File: src/rtl/alu_result_drain_pkg.sv
// Shared constants for the ALU result drain: FSM encoding and drop counter width.
package alu_result_drain_pkg;

  localparam logic [1:0] ST_IDLE = 2'd0;
  localparam logic [1:0] ST_LOW  = 2'd1;
  localparam logic [1:0] ST_HIGH = 2'd2;

  localparam int DROP_CNT_W = 8;

endpackage

File: src/rtl/alu_result_fifo.sv
// Result storage for the drain: circular buffer with a level counter.
// Storage cells are not reset; the pointers and level make stale data unreachable.
module alu_result_fifo #(
  parameter int DATA_W = 33,
  parameter int DEPTH  = 4
) (
  input  logic                     clk,
  input  logic                     reset_n,
  input  logic                     push,
  input  logic                     pop,
  input  logic [DATA_W-1:0]        wdata,
  output logic [DATA_W-1:0]        rdata,
  output logic [$clog2(DEPTH):0]   level
);

  localparam int PW = $clog2(DEPTH);

  logic [DATA_W-1:0] mem [DEPTH];
  logic [PW-1:0]     wr_ptr;
  logic [PW-1:0]     rd_ptr;

  always_ff @(posedge clk) begin
    if (push) mem[wr_ptr] <= wdata;
  end

  // DEPTH is a power of two, so the pointers wrap by natural overflow.
  always_ff @(posedge clk or negedge reset_n) begin
    if (!reset_n) begin
      wr_ptr <= '0;
      rd_ptr <= '0;
      level  <= '0;
    end else begin
      if (push) wr_ptr <= wr_ptr + 1'b1;
      if (pop)  rd_ptr <= rd_ptr + 1'b1;
      case ({push, pop})
        2'b10:   level <= level + 1'b1;
        2'b01:   level <= level - 1'b1;
        default: level <= level;
      endcase
    end
  end

  assign rdata = mem[rd_ptr];

endmodule

File: src/rtl/alu_result_drain.sv
// Buffers double-width ALU results and drains each as two WIDTH-bit beats
// (low half, then high half with carry), tracking dropped results when full.
module alu_result_drain
  import alu_result_drain_pkg::*;
#(
  parameter int WIDTH = 16,
  parameter int DEPTH = 4
) (
  input  logic                     clk,
  input  logic                     reset_n,
  input  logic                     res_valid,
  input  logic [2*WIDTH-1:0]       res_data,
  input  logic                     res_carry,
  input  logic                     out_ready,
  input  logic                     clr_err,
  output logic                     out_valid,
  output logic [WIDTH-1:0]         out_data,
  output logic                     out_last,
  output logic                     out_carry,
  output logic [$clog2(DEPTH):0]   fill_level,
  output logic                     overflow_err,
  output logic [DROP_CNT_W-1:0]    drop_cnt
);

  localparam int LW = $clog2(DEPTH) + 1;
  localparam logic [LW-1:0]         FULL_LEVEL = LW'(DEPTH);
  localparam logic [DROP_CNT_W-1:0] DROP_MAX   = '1;

  logic [1:0]         state;
  logic [1:0]         state_next;
  logic [2*WIDTH:0]   head;
  logic               push;
  logic               pop;
  logic               drop;
  logic [LW-1:0]      level_after;

  assign pop         = (state == ST_HIGH) && out_ready;
  assign push        = res_valid && ((fill_level != FULL_LEVEL) || pop);
  assign drop        = res_valid && !push;
  assign level_after = fill_level + LW'(push) - LW'(pop);

  alu_result_fifo #(
    .DATA_W (2*WIDTH+1),
    .DEPTH  (DEPTH)
  ) u_fifo (
    .clk     (clk),
    .reset_n (reset_n),
    .push    (push),
    .pop     (pop),
    .wdata   ({res_carry, res_data}),
    .rdata   (head),
    .level   (fill_level)
  );

  always_comb begin
    state_next = state;
    case (state)
      ST_IDLE: if (level_after != '0) state_next = ST_LOW;
      ST_LOW:  if (out_ready) state_next = ST_HIGH;
      ST_HIGH: if (out_ready) state_next = (level_after != '0) ? ST_LOW : ST_IDLE;
      default: state_next = ST_IDLE;
    endcase
  end

  always_ff @(posedge clk or negedge reset_n) begin
    if (!reset_n) state <= ST_IDLE;
    else          state <= state_next;
  end

  // Outputs decode from state alone, so they hold steady while stalled.
  always_comb begin
    out_valid = 1'b0;
    out_data  = '0;
    out_last  = 1'b0;
    out_carry = 1'b0;
    case (state)
      ST_LOW: begin
        out_valid = 1'b1;
        out_data  = head[WIDTH-1:0];
      end
      ST_HIGH: begin
        out_valid = 1'b1;
        out_data  = head[2*WIDTH-1:WIDTH];
        out_last  = 1'b1;
        out_carry = head[2*WIDTH];
      end
      default: ;
    endcase
  end

  // A clear on the same edge as a drop leaves exactly that one drop recorded.
  always_ff @(posedge clk or negedge reset_n) begin
    if (!reset_n) begin
      overflow_err <= 1'b0;
      drop_cnt     <= '0;
    end else if (clr_err) begin
      overflow_err <= drop;
      drop_cnt     <= drop ? DROP_CNT_W'(1) : '0;
    end else if (drop) begin
      overflow_err <= 1'b1;
      if (drop_cnt != DROP_MAX) drop_cnt <= drop_cnt + 1'b1;
    end
  end

endmodule
File: config.mk
export PLATFORM = sky130hd
export DESIGN_NAME = alu_result_drain
export DESIGN_NICKNAME = d
export VERILOG_FILES = /design/src/rtl/alu_result_drain_pkg.sv /design/src/rtl/alu_result_fifo.sv /design/src/rtl/alu_result_drain.sv
export SDC_FILE = /design/constraint.sdc
export NUM_CORES = 1
export LEC_CHECK = 0
export ABC_AREA = 1
export BUFFER_PORTS_ARGS = -buffer_cell sky130_fd_sc_hd__buf_4
export CORE_ASPECT_RATIO = 2
export CORE_MARGIN = 3
export CORE_UTILIZATION = 30
export DETAILED_ROUTE_END_ITERATION = 16
export PLACE_DENSITY = 0.53
export SKIP_CTS_REPAIR_TIMING = 1
export SLEW_MARGIN = 10
export SYNTH_ARGS = -nofsm -noshare
export SYNTH_HDL_FRONTEND = slang
export SYNTH_SLANG_ARGS = --single-unit
File: constraint.sdc
create_clock -name clk -period 3.3 [get_ports clk]
set_clock_uncertainty 0.15 [all_clocks]
set_input_delay 0.66 -clock clk [delete_from_list [all_inputs] [get_ports clk]]
set_output_delay 0.66 -clock clk [all_outputs]
set_load 0.02 [all_outputs]
# Yosys cells after proc, flatten, opt, wreduce, memory -nomap -nowiden
# Memory sizes are Yosys's and may differ from the RTL's.
# Index checks and enable logic that the tools add are counted.
[totals]
word_cells = 54
in_bits = 38
ram_bits = 132
n_memories = 1
regBits = 18
output_inout_bits = 31
[classes]
mux = 18
reduce_logical = 13
eq_ne = 9
addsub = 7
[mem_list]
columns = ["name", "words", "width", "rd", "rd_clocked_by_memory_dff", "wr", "line", "rtl"]
rows = [
  ["u_fifo.mem", 4, 33, 1, 0, 1, "alu_result_fifo.sv:18", "logic [DATA_W-1:0] mem [DEPTH];"],
]
[op_table]
columns = ["op", "count"]
rows = [
  ["case mux 16 bit (2 select lines)", 1],
  ["2-to-1 mux 8 bit", 3],
  ["2-to-1 mux 1 bit", 9],
  ["adder 8 x 1 -> 8 bit (second input constant)", 1],
  ["!= test 8 bit (second input constant)", 1],
  ["2-to-1 mux 2 bit", 3],
  ["!= test 2 bit (second input constant)", 3],
  ["case mux 2 bit (3 select lines)", 1],
  ["case mux 3 bit (2 select lines)", 1],
  ["nonzero test 2 bit", 3],
  ["adder 2 x 1 -> 2 bit (second input constant)", 2],
  ["equality test 2 x 1 -> 1 bit (second input constant)", 2],
  ["equality test 2 bit (second input constant)", 2],
  ["adder 3 x 1 -> 3 bit", 1],
  ["adder 3 x 1 -> 3 bit (second input constant)", 1],
  ["logical AND 1 bit", 3],
  ["!= test 3 bit (second input constant)", 1],
  ["AND reduction 3 bit", 1],
  ["nonzero test 3 bit", 1],
  ["subtractor 3 x 1 -> 3 bit", 1],
  ["subtractor 3 x 1 -> 3 bit (second input constant)", 1],
  ["zero test 2 bit", 1],
  ["AND reduction 2 bit", 1],
  ["OR reduction 2 bit", 1],
  ["2 further kinds", 2],
]

# Logic depth before layout (Yosys ltp)
# Gate-level depths: netlist of the first run.
[logic_depth]
ltp_word = 10
mapped_depth = 14
ltp_nobuf = 14

# Modules after synthesis
# Synthesis of the first run repeated with hierarchy kept, for this count alone.
[unflattened]
hier_cells = 594
area_unflattened_um2 = 6897.9
[modules_own_cells]
columns = ["mod", "area_per_inst_um2", "n_inst", "seq_area_each_um2", "cells_per_inst"]
rows = [
  ["alu_result_fifo", 5833.1, 1, 4139.0, 432],
  ["alu_result_drain", 1064.8, 1, 275.3, 162],
]

# Worst setup path before layout of the first run
# No wires, ideal clock.
[synth_timing]
path_type = "flip-flop to flip-flop"
startpoint = "register state[0]"
endpoint = "memory u_fifo.mem[0][0], enable pin"
arrival_ns = 2.604
setup_ns = 0.423
n_path_buf = 0
required_time_ns = 2.727
path_stages_with_launch = 7
period_less_slack_ns = 3.178
path_slack_ns = 0.122
path_cell_list = "dfrtp_1 > inv_1 > ha_1 > nand2_1 > nand3_1 > nand2_1 > nor2_1"
[synth_via]
elab_chain_len = 6
[synth_lines]
columns = ["element", "line", "rtl"]
rows = [
  ["start, declared", "alu_result_drain.sv:29", "logic [1:0] state;"],
  ["start signal, assigned", "alu_result_drain.sv:67", "else state <= state_next;"],
  ["equality test 2 bit", "alu_result_drain.sv:37", "assign pop = (state == ST_HIGH) && out_ready;"],
  ["logical AND 1 bit", "alu_result_drain.sv:37", ""],
  ["logical OR 1 bit", "alu_result_drain.sv:38", "assign push = res_valid && ((fill_level != FULL_LEVEL) || pop);"],
  ["logical AND 1 bit", "alu_result_drain.sv:38", ""],
  ["2-to-1 mux 1 bit", "alu_result_fifo.sv:23", "if (push) mem[wr_ptr] <= wdata;"],
  ["2-to-1 mux 1 bit (implied by the code)", "alu_result_fifo.sv:23", ""],
  ["end, declared", "alu_result_fifo.sv:18", ""],
]
# No other way between the ends.

# Final worst setup path of the first run
[layout_timing]
startpoint = "register u_fifo.rd_ptr[0]"
endpoint = "output out_data[1]"
[layout_via]
elab_chain_len = 2
[layout_lines]
columns = ["element", "line", "rtl"]
rows = [
  ["start, declared", "alu_result_fifo.sv:20", "logic [PW-1:0] rd_ptr;"],
  ["start signal, assigned", "alu_result_fifo.sv:34", "if (pop) rd_ptr <= rd_ptr + 1'b1;"],
  ["memory (4 x 33 bit)", "--", ""],
  ["case mux 16 bit (2 select lines)", "alu_result_drain.sv:76", "case (state)"],
  ["end, declared", "alu_result_drain.sv:17", "output logic [WIDTH-1:0] out_data,"],
]
# No other way between the ends.

==> results of run 1 <==
[per-stage QoR]
stage | total power (W) | hold slack [ns]
floorplan | 0.004454 | 0.2144
global placement | 0.005226 | 0.3340
detailed placement | 0.005325 | 0.3263
CTS | 0.007130 | -0.04936
global route | 0.007511 | 0.2757
finish | 0.007041 | 0.2913
[per-layer routing]
metal  global-route usage, %  vias up  wire (um)
met2                   24.44      107       8033
met4                   6.672        0        404
li1                        -     2037          -
met5                       0        -          0
met1                   14.47     2085       5831
met3                   3.661       27        672
[logic make-up (layout without fill, tap and decap cells)]
logic type | Yosys count | count (layout)
xor+xnor | 7 | 7
compound gates | 129 | 129
flops | 150 | 150
fa+ha+maj | 14 | 14
simple gates | 185 | 185
buf+inv | 56 | 143
[where the power goes]
part	leakage, nW	switching (W)	internal [W]
Combinational	1.15	0.00174	0.000850
Sequential	1.44	0.000148	0.00250
Clock	0.266	0.000709	0.00109
Total	2.85	0.00260	0.00444
[area by class of cell]
cell class | count | area (um^2)
fill | 2078 | 13250
timing repair buffer | 83 | 625.6
clock buffer | 19 | 432.9
inverter | 28 | 105.1
tap | 269 | 336.6
multi-input combinational | 335 | 1737
sequential | 150 | 4415
clock inverter | 13 | 113.9
[state kept, by name, summed over array words and instances (netlist names)]
| name | count |
|---|---|
| u_fifo.level | 3 |
| overflow_err | 1 |
| drop_cnt | 8 |
| state | 2 |
| u_fifo.mem | 132 |
| u_fifo.wr_ptr | 2 |
| u_fifo.rd_ptr | 2 |
[synthesized netlist by cell type, drive strengths merged]
| cell type | instances |
|---|---|
| nand3b | 2 |
| clkbuf | 3 |
| o21ai | 93 |
| buf | 25 |
| o2111ai | 1 |
| nor2 | 99 |
| o22ai | 16 |
| inv | 28 |
| edfxtp | 132 |
| ha | 12 |
| nor3 | 1 |
| dfrtp | 18 |
| o21bai | 1 |
| xor2 | 6 |
| nand2 | 70 |
| a21oi | 17 |
| xnor2 | 1 |
| nand3 | 10 |
| nand4 | 2 |
| fa | 2 |
| or2 | 1 |
| a21boi | 1 |
[worst paths after layout]
check	start	endpoint	slack (ns)	cells after the start
worst max-delay path	u_fifo.rd_ptr[0]	out_data[1]	0.49	7
worst min-delay path	res_data[7]	u_fifo.mem[1][7]	0.29	1
worst max register to register	state[0]	state[0]	0.61	15
worst min register to register	overflow_err	overflow_err	0.35	2
max in group asynchronous	reset_n	u_fifo.rd_ptr[0]	2.26	2
min in group asynchronous	reset_n	u_fifo.level[2]	0.50	2
==> impl_results.md, run 1 <==
* Status: complete, no violations
* CP Class: register to primary output
* Average detailed-routed wire length per instance at 16.66 um
* Final count of hold timing violations at 0
* Number of vias after detailed routing at 4256
* Placed Cells incl. Taps at 864
* Die Wd at 109.4 um
* Via count of the first global-routing pass at 4560
* Transition time at the pin with the least slew margin at 0.5529 ns
* Core ar. at 21020 um^2
* Type of the most critical hold path: input pin to register
* Kind of end point of the critical path: primary output
* Residual DRC count at 0
* Maximum clock insertion buffer count at 2
* Post-route antenna net violation count at 0
* # setup viols final at 0
* Gr usage total at 13.64%
* Effective utilization at floorplan at 30.49%
* Count of nets after finishing at 667
* Largest fanout of any net on the critical path at 29
* Xor and xnor area share after synthesis at 0.9567%
* Required time reported for the critical path endpoint at 2.49 ns
* Most frequent standard cell in the layout excluding fill and tap cells: edfxtp_1
* Net Count, Synth at 593
* Clock Sink Count at 150
* Clock Latency Late Sink at 0.42 ns
* IR Drop Worst-Case VDD at 0.3783 mV
* Most common cell on crit path: buf_4
* RD Place Congestion at 0.7286
* Adder-cell share of the synthesized area at 2.968%
* Worst path setup slack after routing at 0.4880 ns
* Placement-stage cell area at 7209 um^2
* Unique masters post-synth at 31
* H-tree depth at 4
* Iteration-0 DRC Markers at 177
* Port Buffer Count at 68
* Global-route wire length before repair at 23900 um
* RSZ-0062 raised after global routing: false
* Bufs and invs on worst path at 3
* Die area at 23260 um^2
* Worst-path clk slew at 0.06 ns
* Routed WL at 14940 um
* Post-route cell area at 7766 um^2
* Tmin final at 2.812 ns
* CTS tree: yes
* Max-cap violations at 0
* Leak Pwr at 2.850 nW
* Detail-routed via count per cell at 4.745
* Clock root buffer: clkbuf_16
* Detail Placement HPWL at 9558 um
* Fraction of the mapped netlist area in simple logic gates at 11.60%
* Gate Count Post-Synth at 541
* Chain of cells forming the critical path: inv_2 -> buf_4 -> o21ai_0 -> o22ai_1 -> nand2_1 -> a21oi_1 -> buf_4
* Ratio of cells with drive above 1 in the final layout at 21.50%
* Period utilization at 85.21%
* CP Launch Type: register
* P&R area growth vs syn at 21.18%
* Dominant combinational cell family by area after synthesis: simple AND/OR/NAND/NOR gates
* Post-synthesis instance area at 6409 um^2
* Number of antenna violations at the first check in global routing at 0
* Max Slew Vio Count at 0
* Slowest library cell on the worst path: dfrtp_2
* Vertical extent of the die at 212.7 um
* Commonest cells after routing, fill and taps aside: edfxtp_1, nor2_1, buf_4, nand2_1, o21ai_0
* Final sum of negative setup slack at 0 ns
* TritonCTS buffer count at 17
* CP max stage delay at 0.42 ns
* Proportion of netlist area held by the largest area contributor at 61.85%
* Number of non-filler instances in the completed layout at 897
* Avg Inst Size Synth at 11.85 um^2
* Flip-flop and latch count after synthesis at 150
* Cell type with the largest total area after synthesis: edfxtp_1
* Max-slew headroom at 63.14%
* PwrDens at 906.6 nW/um^2
* Yosys warning count at 0
* Count of inserted antenna diode cells at 0
* I/O pin total at 69
* First-pass detailed-route iteration total at 4
* Max Clk Rate at 0.3556 GHz
* Part of the Yosys area used for sequential elements at 68.88%
* Top area cells in the synthesized netlist: edfxtp_1, dfrtp_1, nor2_1
* Remaining global-route overflow at 0
* Minimum setup slack after placement at 0.5433 ns
* Cell type group with the largest total delay on the critical path: buffers and inverters
* Data arrival, critical path at 2.00 ns
* Post-layout utilization of the core at 36.95%
* Complex-gate fraction of the synthesized area at 11.11%
* Placement row count at 75
* Maximum number of pins on one net before global-route repair at 39
* Post-synthesis mux area share at 0%
(Power assumes the default switching activity.)
==> run 2, diff against run 1 <==
--- a/config.mk
+++ b/config.mk
@@ -11,7 +11,6 @@
 export CORE_MARGIN = 3
 export CORE_UTILIZATION = 30
 export DETAILED_ROUTE_END_ITERATION = 16
-export PLACE_DENSITY = 0.53
 export SKIP_CTS_REPAIR_TIMING = 1
 export SLEW_MARGIN = 10
 export SYNTH_ARGS = -nofsm -noshare
==> run 2 against run 1 <==
  * Sequential share of layout area fell by 0.23 points
  * Largest cell class unchanged
  * Wire length up 2.6%
  * Total power rose by 1.4%
  * Global-route usage rose by 0.053 points
  * Via count down 0.28%
  * Die area unchanged
  * Hold slack better by 0.0039 ns
  * First-iteration DRC count up 65%
  * Register-to-register slack worse by 0.02 ns
  * Fmax is 7.9% lower
==> impl_results.md, run 2 (synthesis gave the netlist of run 1 again) <==
* Tmin final at 3.053 ns (was 2.812 ns)
* Detail Placement HPWL at 10150 um (was 9558 um)
* Clock root buffer: clkbuf_16 (unchanged)
* Top Registers: u_fifo.mem: 132 flops, drop_cnt: 8 flops, u_fifo.level: 3 flops (unchanged)
* Final sum of negative setup slack at 0 ns (unchanged)
* PwrDens at 915.9 nW/um^2 (was 906.6 nW/um^2)
* Vertical extent of the die at 212.7 um (unchanged)
* Clock Sink Count at 150 (unchanged)
* Combined area of the multi-input logic cells at 1737 um^2 (unchanged)
* Period utilization at 92.53% (was 85.21%)
* Storage cell area at 4415 um^2 (unchanged)
* Most common cell on crit path: buf_4 (unchanged)
* Clock Latency Late Sink at 0.41 ns (was 0.42 ns)
* I/O pin total at 69 (unchanged)
* Post-route cell area at 7797 um^2 (was 7766 um^2)
* Global-route wire length before repair at 23400 um (was 23900 um)
* Placement row count at 75 (unchanged)
* Maximum clock insertion buffer count at 2 (unchanged)
* # setup viols final at 0 (unchanged)
* Transition time at the pin with the least slew margin at 0.7429 ns (was 0.5529 ns)
* Data arrival, critical path at 2.24 ns (was 2.00 ns)
* Residual DRC count at 0 (unchanged)
* Number of flip-flops in the largest register at 132 (unchanged)
* Detail-routed via count per cell at 4.737 (was 4.745)
* IR Drop Worst-Case VDD at 0.4666 mV (was 0.3783 mV)
* Worst-path clk slew at 0.06 ns (about the same)
* Via count of the first global-routing pass at 4229 (was 4560)
* Register bank with the most flops: u_fifo.mem (unchanged)
* RD Place Congestion at 0.7608 (was 0.7286)
* Leak Pwr at 2.865 nW (was 2.850 nW)
* Max Slew Vio Count at 0 (unchanged)
* Kind of end point of the critical path: primary output (unchanged)
* Remaining global-route overflow at 0 (unchanged)
* CP Class: register to primary output (unchanged)
* Die area at 23260 um^2 (unchanged)
* Ratio of cells with drive above 1 in the final layout at 22.20% (was 21.50%)
* Most frequent standard cell in the layout excluding fill and tap cells: edfxtp_1 (unchanged)
* Placement-stage cell area at 7219 um^2 (was 7209 um^2)
* Effective utilization at floorplan at 30.49% (unchanged)
* Final-layout fill cell count at 2105 (was 2078)
* Type of the most critical hold path: input pin to register (unchanged)
* H-tree depth at 4 (unchanged)
* Required time reported for the critical path endpoint at 2.49 ns (about the same)
* Max-cap violations at 0 (unchanged)
* Largest fanout of any net on the critical path at 34 (was 29)
* Slowest library cell on the worst path: dfrtp_2 (unchanged)
* First-pass detailed-route iteration total at 5 (was 4)
* Count of nets after finishing at 665 (was 667)
* Iteration-0 DRC Markers at 292 (was 177)
* Number of antenna violations at the first check in global routing at 1 (was 0)
* Max Clk Rate at 0.3275 GHz (was 0.3556 GHz)
* CTS tree: yes (unchanged)
* Post-route antenna net violation count at 0 (unchanged)
* Maximum number of pins on one net before global-route repair at 68 (was 39)
* Port Buffer Count at 68 (unchanged)
* Final count of hold timing violations at 0 (unchanged)
* P&R area growth vs syn at 21.67% (was 21.18%)
* RSZ-0062 raised after global routing: false (unchanged)
* Die Wd at 109.4 um (unchanged)
* Gr usage total at 13.70% (was 13.64%)
* Average detailed-routed wire length per instance at 17.11 um (was 16.66 um)
* CP Launch Type: register (unchanged)
* Commonest cells after routing, fill and taps aside: edfxtp_1, nor2_1, buf_4, nand2_1, o21ai_0 (unchanged)
* Number of vias after detailed routing at 4244 (was 4256)
* Max-slew headroom at 50.47% (was 63.14%)
* TritonCTS buffer count at 17 (unchanged)
* Chain of cells forming the critical path: inv_2 -> buf_12 -> buf_4 -> o21ai_0 -> o22ai_1 -> nand2_1 -> a21oi_1 -> buf_4 (was inv_2 -> buf_4 -> o21ai_0 -> o22ai_1 -> nand2_1 -> a21oi_1 -> buf_4)
* Status: complete, no violations (unchanged)
* Routed WL at 15330 um (was 14940 um)
* CP max stage delay at 0.43 ns (was 0.42 ns)
* Core ar. at 21020 um^2 (unchanged)
[run 2: cell types whose count changed in the layout (fill, tap and decap cells not counted)]
| cell | before | now |
|---|---|---|
| clkinv_4 | 1 | 4 |
| clkinv_2 | 3 | 6 |
| buf_4 | 82 | 78 |
| diode_2 | 0 | 1 |
| buf_12 | 0 | 2 |
| clkinv_1 | 6 | 1 |
| clkbuf_1 | 2 | 1 |
[run 2: worst paths after layout]
check	from	end	slack, ns	cells past startpoint
setup reg to reg	state[0]	state[0]	0.59	14
min in group asynchronous	reset_n	drop_cnt[6]	0.51	2
max in group asynchronous	reset_n	u_fifo.rd_ptr[0]	2.27	2
hold / removal	res_data[5]	u_fifo.mem[0][5]	0.30	1
setup / recovery	u_fifo.rd_ptr[0]	out_data[6]	0.25	8
hold reg to reg	overflow_err	overflow_err	0.34	2
[run 2: area by class of cell]
class	instances	area share (%)
timing repair buffer	81	8.151
tap	269	4.316
antenna	1	0.03209
clock buffer	18	5.504
multi-input combinational	335	22.27
clock inverter	14	1.749
inverter	28	1.348
sequential	150	56.63
[run 2: metal layers]
metal | vias up | share of wire (%) | global-route usage, % | wire (um)
met1 | 2085 | 38 | 14.82 | 5826
met4 | 0 | 2.3 | 6.070 | 347
met2 | 104 | 55 | 24.46 | 8428
met3 | 18 | 4.8 | 3.782 | 730
li1 | 2037 | - | - | -
met5 | - | 0 | 0 | 0
[run 2: worst max-delay path: cells and delay by family, from the launching register on]
| kind | cells | cell delay [ns] |
|---|---|---|
| buffers and inverters | 4 | 0.88 |
| and+or+nand+nor | 1 | 0.08 |
| DFF | 1 | 0.43 |
| AOI/OAI and AO/OA | 3 | 0.43 |
[run 2: per-stage QoR]
stage | utilization [%] | total power (W) | setup slack [ns] | hold WS [ns] | cells
global route | 37.10 | 0.007593 | 0.08993 | 0.2730 | 896
finish | 37.10 | 0.007141 | 0.2467 | 0.2953 | 896
global placement | 34.35 | 0.005365 | 0.5995 | 0.3241 | 862
detailed placement | 34.35 | 0.005398 | 0.5271 | 0.3319 | 862
floorplan | - | 0.004454 | 0.1225 | 0.2144 | 541
CTS | 37.04 | 0.007243 | 0.2273 | -0.05489 | 894
[run 2: report_power, final]
group          internal [W]  switching [W]  total (W)
Combinational      0.000861        0.00180    0.00266
Clock               0.00110       0.000730    0.00183
Sequential          0.00250       0.000147    0.00265
